$ cat src/rtl/alu_ctrl_stage.sv
// alu_ctrl_stage: ID/EX control stage for the pipelined MIPS core.
// Decodes a 32-bit instruction word into ALU control, operand-select and
// writeback controls, and buffers the decoded result in a 2-entry elastic
// queue with valid/ready handshakes on both sides plus a synchronous flush.
//
// Build option: define ILLEGAL_TRAP_EN to flag unsupported opcode/funct
// combinations on e_illegal. When it is undefined, e_illegal is tied to 0
// and unsupported words decode silently as a NOP.
//
// Queue organisation: entry e0 is always the head and drives the outputs
// directly, and e1 is the second slot. A pop shifts e1 into e0, so the
// outputs come from flops only and there is no path from inst to any output.

module alu_ctrl_stage #(
    parameter int DEPTH   = 2,
    parameter int RDEST_W = 5
) (
    input  logic               clock,
    input  logic               reset,
    input  logic               flush,
    input  logic               in_valid,
    output logic               in_ready,
    input  logic [31:0]        inst,
    output logic               out_valid,
    input  logic               out_ready,
    output logic [3:0]         aluc,
    output logic               shift,
    output logic               aluimm,
    output logic [31:0]        imm32,
    output logic [4:0]         sa,
    output logic               wreg,
    output logic [RDEST_W-1:0] rn,
    output logic               m2reg,
    output logic               wmem,
    output logic               e_illegal
);

`ifdef ILLEGAL_TRAP_EN
    localparam logic TRAP_EN = 1'b1;
`else
    localparam logic TRAP_EN = 1'b0;
`endif

    localparam logic [1:0] FULL = 2'(DEPTH);

    // ALU control codes shared with the EX-stage ALU
    localparam logic [3:0] ALU_ADD = 4'b0000;
    localparam logic [3:0] ALU_SUB = 4'b0100;
    localparam logic [3:0] ALU_AND = 4'b0001;
    localparam logic [3:0] ALU_OR  = 4'b0101;
    localparam logic [3:0] ALU_XOR = 4'b0010;
    localparam logic [3:0] ALU_LUI = 4'b0110;
    localparam logic [3:0] ALU_SLL = 4'b0011;
    localparam logic [3:0] ALU_SRL = 4'b0111;
    localparam logic [3:0] ALU_SRA = 4'b1111;

    localparam logic [5:0] OP_RTYPE = 6'b000000;
    localparam logic [5:0] OP_J     = 6'b000010;
    localparam logic [5:0] OP_JAL   = 6'b000011;
    localparam logic [5:0] OP_BEQ   = 6'b000100;
    localparam logic [5:0] OP_BNE   = 6'b000101;
    localparam logic [5:0] OP_ADDI  = 6'b001000;
    localparam logic [5:0] OP_ANDI  = 6'b001100;
    localparam logic [5:0] OP_ORI   = 6'b001101;
    localparam logic [5:0] OP_XORI  = 6'b001110;
    localparam logic [5:0] OP_LUI   = 6'b001111;
    localparam logic [5:0] OP_LW    = 6'b100011;
    localparam logic [5:0] OP_SW    = 6'b101011;

    localparam logic [5:0] F_SLL = 6'b000000;
    localparam logic [5:0] F_SRL = 6'b000010;
    localparam logic [5:0] F_SRA = 6'b000011;
    localparam logic [5:0] F_JR  = 6'b001000;
    localparam logic [5:0] F_ADD = 6'b100000;
    localparam logic [5:0] F_SUB = 6'b100010;
    localparam logic [5:0] F_AND = 6'b100100;
    localparam logic [5:0] F_OR  = 6'b100101;
    localparam logic [5:0] F_XOR = 6'b100110;

    typedef struct packed {
        logic [3:0]         aluc;
        logic               shift;
        logic               aluimm;
        logic [31:0]        imm32;
        logic [4:0]         sa;
        logic               wreg;
        logic [RDEST_W-1:0] rn;
        logic               m2reg;
        logic               wmem;
        logic               illegal;
    } entry_t;

    logic [5:0] op;
    logic [5:0] funct;
    logic [4:0] rt;
    logic [4:0] rd;
    logic       unused_rs;

    assign op        = inst[31:26];
    assign funct     = inst[5:0];
    assign rt        = inst[20:16];
    assign rd        = inst[15:11];
    assign unused_rs = ^inst[25:21];

    entry_t     dec;
    logic       sext;
    logic       legal;

    entry_t     e0;
    entry_t     e1;
    logic [1:0] count;
    logic [1:0] count_next;
    logic       push;
    logic       pop;

    // Instruction decode; anything unrecognised stays an all-zero NOP
    always_comb begin
        dec   = '0;
        sext  = 1'b0;
        legal = 1'b1;
        dec.sa = inst[10:6];
        case (op)
            OP_RTYPE: begin
                case (funct)
                    F_ADD: begin dec.aluc = ALU_ADD; dec.wreg = 1'b1; dec.rn = RDEST_W'(rd); end
                    F_SUB: begin dec.aluc = ALU_SUB; dec.wreg = 1'b1; dec.rn = RDEST_W'(rd); end
                    F_AND: begin dec.aluc = ALU_AND; dec.wreg = 1'b1; dec.rn = RDEST_W'(rd); end
                    F_OR:  begin dec.aluc = ALU_OR;  dec.wreg = 1'b1; dec.rn = RDEST_W'(rd); end
                    F_XOR: begin dec.aluc = ALU_XOR; dec.wreg = 1'b1; dec.rn = RDEST_W'(rd); end
                    F_SLL: begin
                        dec.aluc  = ALU_SLL;
                        dec.shift = 1'b1;
                        dec.wreg  = 1'b1;
                        dec.rn    = RDEST_W'(rd);
                    end
                    F_SRL: begin
                        dec.aluc  = ALU_SRL;
                        dec.shift = 1'b1;
                        dec.wreg  = 1'b1;
                        dec.rn    = RDEST_W'(rd);
                    end
                    F_SRA: begin
                        dec.aluc  = ALU_SRA;
                        dec.shift = 1'b1;
                        dec.wreg  = 1'b1;
                        dec.rn    = RDEST_W'(rd);
                    end
                    F_JR:    ;
                    default: legal = 1'b0;
                endcase
            end
            OP_ADDI: begin
                dec.aluc   = ALU_ADD;
                dec.aluimm = 1'b1;
                dec.wreg   = 1'b1;
                dec.rn     = RDEST_W'(rt);
                sext       = 1'b1;
            end
            OP_ANDI: begin
                dec.aluc   = ALU_AND;
                dec.aluimm = 1'b1;
                dec.wreg   = 1'b1;
                dec.rn     = RDEST_W'(rt);
            end
            OP_ORI: begin
                dec.aluc   = ALU_OR;
                dec.aluimm = 1'b1;
                dec.wreg   = 1'b1;
                dec.rn     = RDEST_W'(rt);
            end
            OP_XORI: begin
                dec.aluc   = ALU_XOR;
                dec.aluimm = 1'b1;
                dec.wreg   = 1'b1;
                dec.rn     = RDEST_W'(rt);
            end
            OP_LUI: begin
                dec.aluc   = ALU_LUI;
                dec.aluimm = 1'b1;
                dec.wreg   = 1'b1;
                dec.rn     = RDEST_W'(rt);
            end
            OP_LW: begin
                dec.aluc   = ALU_ADD;
                dec.aluimm = 1'b1;
                dec.wreg   = 1'b1;
                dec.m2reg  = 1'b1;
                dec.rn     = RDEST_W'(rt);
                sext       = 1'b1;
            end
            OP_SW: begin
                dec.aluc   = ALU_ADD;
                dec.aluimm = 1'b1;
                dec.wmem   = 1'b1;
                sext       = 1'b1;
            end
            OP_BEQ, OP_BNE: dec.aluc = ALU_SUB;
            OP_J:           ;
            OP_JAL: begin
                dec.aluc = ALU_ADD;
                dec.wreg = 1'b1;
                dec.rn   = RDEST_W'(5'd31);
            end
            default: legal = 1'b0;
        endcase
        dec.imm32   = sext ? {{16{inst[15]}}, inst[15:0]} : {16'h0000, inst[15:0]};
        dec.illegal = TRAP_EN & ~legal;
    end

    assign push      = in_valid & in_ready;
    assign pop       = out_valid & out_ready;
    assign out_valid = (count != 2'd0);

    // Occupancy after this cycle's handshakes
    always_comb begin
        count_next = count;
        case ({push, pop})
            2'b10:   count_next = count + 2'd1;
            2'b01:   count_next = count - 2'd1;
            default: ;
        endcase
    end

    // Queue storage, occupancy and registered in_ready; reset beats flush
    always_ff @(posedge clock) begin
        if (reset) begin
            e0       <= '0;
            e1       <= '0;
            count    <= 2'd0;
            in_ready <= 1'b1;
        end else if (flush) begin
            e0       <= '0;
            e1       <= '0;
            count    <= 2'd0;
            in_ready <= 1'b1;
        end else begin
            case ({push, pop})
                2'b10: begin
                    if (count == 2'd0) e0 <= dec;
                    else               e1 <= dec;
                end
                2'b01: e0 <= e1;
                2'b11: begin
                    // push is only possible below full, so this is count==1:
                    // the incoming word replaces the departing head
                    if (count == 2'd1) begin
                        e0 <= dec;
                    end else begin
                        e0 <= e1;
                        e1 <= dec;
                    end
                end
                default: ;
            endcase
            count    <= count_next;
            in_ready <= (count_next != FULL);
        end
    end

    assign aluc      = e0.aluc;
    assign shift     = e0.shift;
    assign aluimm    = e0.aluimm;
    assign imm32     = e0.imm32;
    assign sa        = e0.sa;
    assign wreg      = e0.wreg;
    assign rn        = e0.rn;
    assign m2reg     = e0.m2reg;
    assign wmem      = e0.wmem;
    assign e_illegal = e0.illegal;

endmodule
$ cat config.mk
export PLATFORM = sky130hd
export DESIGN_NAME = alu_ctrl_stage
export DESIGN_NICKNAME = d
export VERILOG_FILES = /design/src/rtl/alu_ctrl_stage.sv
export SDC_FILE = /design/constraint.sdc
export NUM_CORES = 1
export LEC_CHECK = 0
export ABC_AREA = 1
export CORE_ASPECT_RATIO = 0.7
export CORE_UTILIZATION = 45
export DETAILED_ROUTE_END_ITERATION = 10
export GPL_TIMING_DRIVEN = 0
export PLACE_DENSITY = 0.75
export SLEW_MARGIN = 20
export SYNTH_ARGS = -nofsm -noshare
export SYNTH_HDL_FRONTEND = slang
export SYNTH_SLANG_ARGS = --single-unit
export TNS_END_PERCENT = 1
$ cat constraint.sdc
create_clock -name clock -period 2.2 [get_ports clock]
set_input_delay 0.44 -clock clock [delete_from_list [all_inputs] [get_ports clock]]
set_output_delay 0.44 -clock clock [all_outputs]
set_load 0.01 [all_outputs]
; ---- Word level (Yosys, flattened, before mapping)
; Index checks and enable logic that the tools add are counted.
[totals]
ff_bits = 107
inputBits = 37
out_inout_bits = 54
wordCells = 84
[classes]
add_sub_neg = 2
eq_ne = 25
mux = 18
bitwise_logic = 2
reduce_logical = 15
[ops]
columns = operator, count
row1 = $mux W52, 4
row2 = $pmux W52 S3, 1
row3 = $pmux W52 S2, 1
row4 = $eq A6 B6 Y1 const B, 7
row5 = $mux W32, 1
row6 = $eq A6 B4 Y1 const B, 5
row7 = $pmux W4 S7, 1
row8 = $pmux W4 S6, 1
row9 = $eq A6 B2 Y1 const B, 3
row10 = $pmux W6 S3, 1
row11 = $eq A6 B3 Y1 const B, 2
row12 = $logic_not A6 Y1, 2
row13 = $ne A2 B2 Y1 const B, 4
row14 = $reduce_or A8 Y1, 1
row15 = $reduce_or A7 Y1, 1
row16 = $mux W1, 6
row17 = $mux W6, 1
row18 = $reduce_or A3 Y1, 2
row19 = $reduce_or A6 Y1, 1
row20 = $eq A2 B1 Y1 const B, 2
row21 = $eq A2 B2 Y1 const B, 2
row22 = $pmux W2 S2, 1
row23 = $reduce_bool A2 Y1, 2
row24 = $reduce_or A2 Y1, 2
row25 = other kinds (7), 8

; ---- Logic depth before layout (Yosys ltp)
[depth]
depth_word = 6
mapped_depth = 14
mapped_depth_nobuf = 12

; ---- Worst setup path before layout
; OpenSTA, ideal clock, no wires.
[synth_timing]
kind = register -> register
startpoint = register count[0]
endpoint = register e1[15] (netlist bit)
setup_ns = 0.126
t_arrival_ns = 1.705
required_time_ns = 2.074
setup_slack_ns = 0.369
stages_incl_launch_ff = 14
path_buffers = 2
synth_period_minus_slack_ns = 1.831
path_cell_list = dfxtp_1 inv_1 ha_1 inv_2 nand2_2 inv_2 ha_1 nand2_1 o21ai_1 nand2_1 inv_2 buf_2 buf_4 a21oi_1
[synth_via]
elab_chain_len = 5
elab_cells_between_ends = 11
cone_classes = eq/ne: 5 / mux: 1 / bitwise: 1 / reduce/logical: 4
[synth_rtl]
columns = item, line
row1 = from (decl), 111  ; logic [1:0] count;
row2 = from (signal assigned), 255  ; count <= count_next;
row3 = $reduce_bool A2 Y1 (*), 212  ; assign out_valid = (count != 2'd0);
row4 = via out_valid, 24  ; output logic out_valid,
row5 = $and A1 B1 Y1 (*), 211  ; assign pop = out_valid & out_ready;
row6 = $eq A2 B2 Y1, 237  ; case ({push, pop})
row7 = $ne A2 B2 Y1 (no source line) / $reduce_bool A2 Y1 (equally long branches), -
row8 = $reduce_and A3 Y1 (no source line), -
row9 = to (signal assigned), 233  ; e1 <= '0;
row10 = to (signal assigned), 240  ; else e1 <= dec;
row11 = to (signal assigned), 250  ; e1 <= dec;
row12 = to (decl), 110  ; entry_t e1;
; Mark *: on every way through the listed nets, which the timed path passes. The rest lies on a longest branch.
; A chain may end at the register's enable or synchronous reset.

; ---- Worst setup path after layout
[layout_timing]
startpoint = register count[1]
endpoint = register e0, in the netlist imm32[13]
[layout_via]
elab_chain_len = 5
elab_cells_between_ends = 12
cone_classes = eq/ne: 5 / mux: 2 / bitwise: 1 / reduce/logical: 4
[layout_rtl]
columns = item, line
row1 = $reduce_bool A2 Y1, 212
row2 = $and A1 B1 Y1, 211
row3 = $eq A2 B2 Y1 / $eq A2 B1 Y1 (equally long branches), 237
row4 = $ne A2 B2 Y1 (no source line) / $reduce_bool A3 Y1 (equally long branches), -
row5 = $reduce_and A2 Y1 (no source line), -
row6 = to (signal assigned), 239  ; if (count == 2'd0) e0 <= dec;
row7 = to (signal assigned), 242  ; 2'b01: e0 <= e1;
row8 = to (signal assigned), 247  ; e0 <= dec;
row9 = to (decl), 109  ; entry_t e0;
; Several ways; a longest one is shown, not always the timed one.

==> reports/qor.yml <==
outcome: "complete, no violations"
p_leak_nw: 1.93
antenna_found_initial: 0
drt_first_pass_iters: 5
start_util: 0.477
critical_path_class: "flip-flop to flip-flop"
fp.dieH_um: 73.8
period_needed_ns: 2.04
synthTopCellsByArea: "dfxtp_1, o21ai_0, nor2_1"
place_inst: 626
max_freq_mhz: 490
rows: 25
syn_avg_cell_area_sq_um: 7.39
ys_ff_latch: 65
ys_warn_count: 0
grt_pass1_wl_um: 15200
insertion_delay_ns: 0.35
grt_overflow: 0
min_from: "e1[47]"
r2r_start: "count[1]"
io_buffers: 84
cts_sinks: 65
drt_iter0_drc: 246
hp-class: "flip-flop to flip-flop"
crit_chain: "inv_1, ha_1, inv_2, nand2_2, inv_2, ha_4, nand2_1, nand2_2, buf_2, a221oi_1, nor2_1"
setup-violations-final: 0
cts_buffers: 9
wl_um: 9280
worstRegToRegCells: 11
skew_ns: 0.00613
grtUsageTotal: 0.259
critPathRequiredTime_ns: 2.43
grt_pass1_vias: 3029
yosysSeqAreaShare: 0.393
fin_nets: 585
grt_max_degree: 18
nFillCells: 618
finalMaxSlewViolations: 0
io_pins: 91
diodes: 0
clockBufferDepth: 2
hold_buffers: 0
endpoint_kind: "flip-flop"
rsz0062_at_grt: "false"
relSlewSlack: 0.617
hold_viol: 0
area_growth_pct: 35.8
hpwl_um: 6940
dieArea_sq_um: 7710
rrSetupSlack_ns: 0.16
arrival_ns: 2.27
cts_root_buf: "clkbuf_8"
power_density_nw_per_um2: 659
vias_per_cell: 5.26
critPathMaxStageDelay_ns: 0.35
synth_top_area_frac: 0.393
reg2reg_to: "imm32[13]"
syn-cell-area_sq_um: 3310
worstMarginPinSlew_ns: 0.575
post_cts_buffers: 0
synthesis.nets: 490
ant_nets: 0
period_share: 0.928
finalPower_mw: 2.96
h-tree-depth: 3
final_common_cell: "clkdlybuf4s50_1"
cts_tree: "yes"
holdPathEnd: "e1[47]"
holdPathStages: 2
synth_cell_types: 33
coreArea_sq_um: 6940
num_vias: 3369
peakVddDrop_v: 0.000299
gp_congestion: 0.876
drc: 0
path_clk_slew_ns: 0.07
drv_cap: 0
synth_largest_area_cell: "dfxtp_1"
die_w_um: 105
finalNonFillerCells: 641
layout-drive-gt1-share: 0.159
cp_max_fo: 10
netlist_instances: 448
start_kind: "flip-flop"
crit_slowest_cell: "a221oi_1"
mostFrequentLayoutCells: "clkdlybuf4s50_1, dfxtp_1, o21ai_0"
detail_route.wl_per_cell_um: 14.5
==> what timing repair did <==
action,CTS,global route
hold endpoints to repair,0,0
setup endpoints to repair,5,58
resized for setup,1,11
pin swaps,0,1
==> how the worst max path moves through the flow <==
stage | startpoint | to | slack, ns | cells past startpoint
after floorplan | count[0] | e1[15] | 0.37 | 13
after global placement | in_valid | e1[15] | -0.13 | 11
after detailed placement | in_valid | e1[51] | -0.13 | 11
after CTS | count[0] | e1[28] | 0.07 | 11
after global routing | count[1] | imm32[11] | 0.02 | 11
final | count[1] | imm32[13] | 0.16 | 11
==> through the flow <==
step	utilization	hold WS [ns]	TNS [ns]	setup WS [ns]	cell area, sq um
final	0.647	0.461	0	0.159	4490
after global routing	0.647	0.481	0	0.0197	4490
after CTS	0.643	0.461	0	0.0721	4460
after detailed placement	0.615	0.451	-3.26	-0.131	4270
after global placement	0.615	0.441	-2.25	-0.126	4270
after floorplan	-	0.430	0	0.369	3310
==> critical path, delay by kind of cell, from the launching register on <==
family	cells	cell delay [ns]
AO/OA/AOI/OAI	1	0.35
flip-flops	1	0.29
AND/OR/NAND/NOR	4	0.40
buffers and inverters	4	0.47
adder cells (fa/ha/maj)	2	0.40
==> kinds of logic (layout without fill, tap and decap cells) <==
family	count (synthesis)	count (layout)	synth area share
other	1	1	0.00113
DFF	65	65	0.393
and+or+nand+nor	140	140	0.205
AOI/OAI and AO/OA	139	139	0.236
buffers and inverters	98	197	0.145
adders and majority gates	5	5	0.0189
==> sequential cells by signal, summed over array words and instances, names as in the netlist <==
register / cells
aluimm: 1
m2reg: 1
e1: 31
shift: 1
aluc: 4
rn: 5
in_ready: 1
imm32: 17
wreg: 1
wmem: 1
count: 2
==> routing by layer <==
| metal | GRT usage | share of wire | up-vias | wire (um) |
|---|---|---|---|---|
| met1 | 0.346 | 0.45 | 1532 | 4150 |
| met5 | 0 | 0 | - | 0 |
| met2 | 0.403 | 0.43 | 174 | 4010 |
| li1 | - | - | 1650 | - |
| met4 | 0.0984 | 0.011 | 0 | 106 |
| met3 | 0.0683 | 0.11 | 13 | 1020 |
==> cell usage after synthesis <==
cell,number
a221oi_1,12
or2_0,1
conb_1,1
a21oi_2,5
nand4_1,6
buf_2,8
o21bai_1,4
nand2_1,50
nor3_2,3
a31oi_1,4
and2_1,1
inv_2,8
a211oi_1,3
nand3_4,1
o21ai_0,56
inv_1,47
a21oi_1,33
clkbuf_2,1
nand3_1,10
nor2_4,3
nand2_2,4
buf_4,23
nor2_2,3
nand2_4,1
ha_1,5
nor2_1,53
clkbuf_1,9
nor3_4,1
o21ai_1,22
nand3_2,2
nor2_8,1
buf_6,2
dfxtp_1,65
==> area by class of cell <==
type                            count  area (sq um)  share of cell area
Multi-Input combinational cell    285          1550               0.345
Sequential cell                    65          1300               0.290
Timing Repair Buffer               84           841               0.187
Buffer                             43           282              0.0626
Inverter                           55           206              0.0459
Clock buffer                       12           155              0.0345
Tap cell                           94           118              0.0262
Clock inverter                      3          40.0             0.00891
==> where the power goes <==
group          internal (mW)  switching, mW  total, mW  leakage (nW)
combinational          0.295          0.363      0.657          1.29
clock                  0.575          0.448       1.02         0.102
sequential              1.25         0.0363       1.28         0.531
Note: power is estimated with default switching activity, not from simulation.
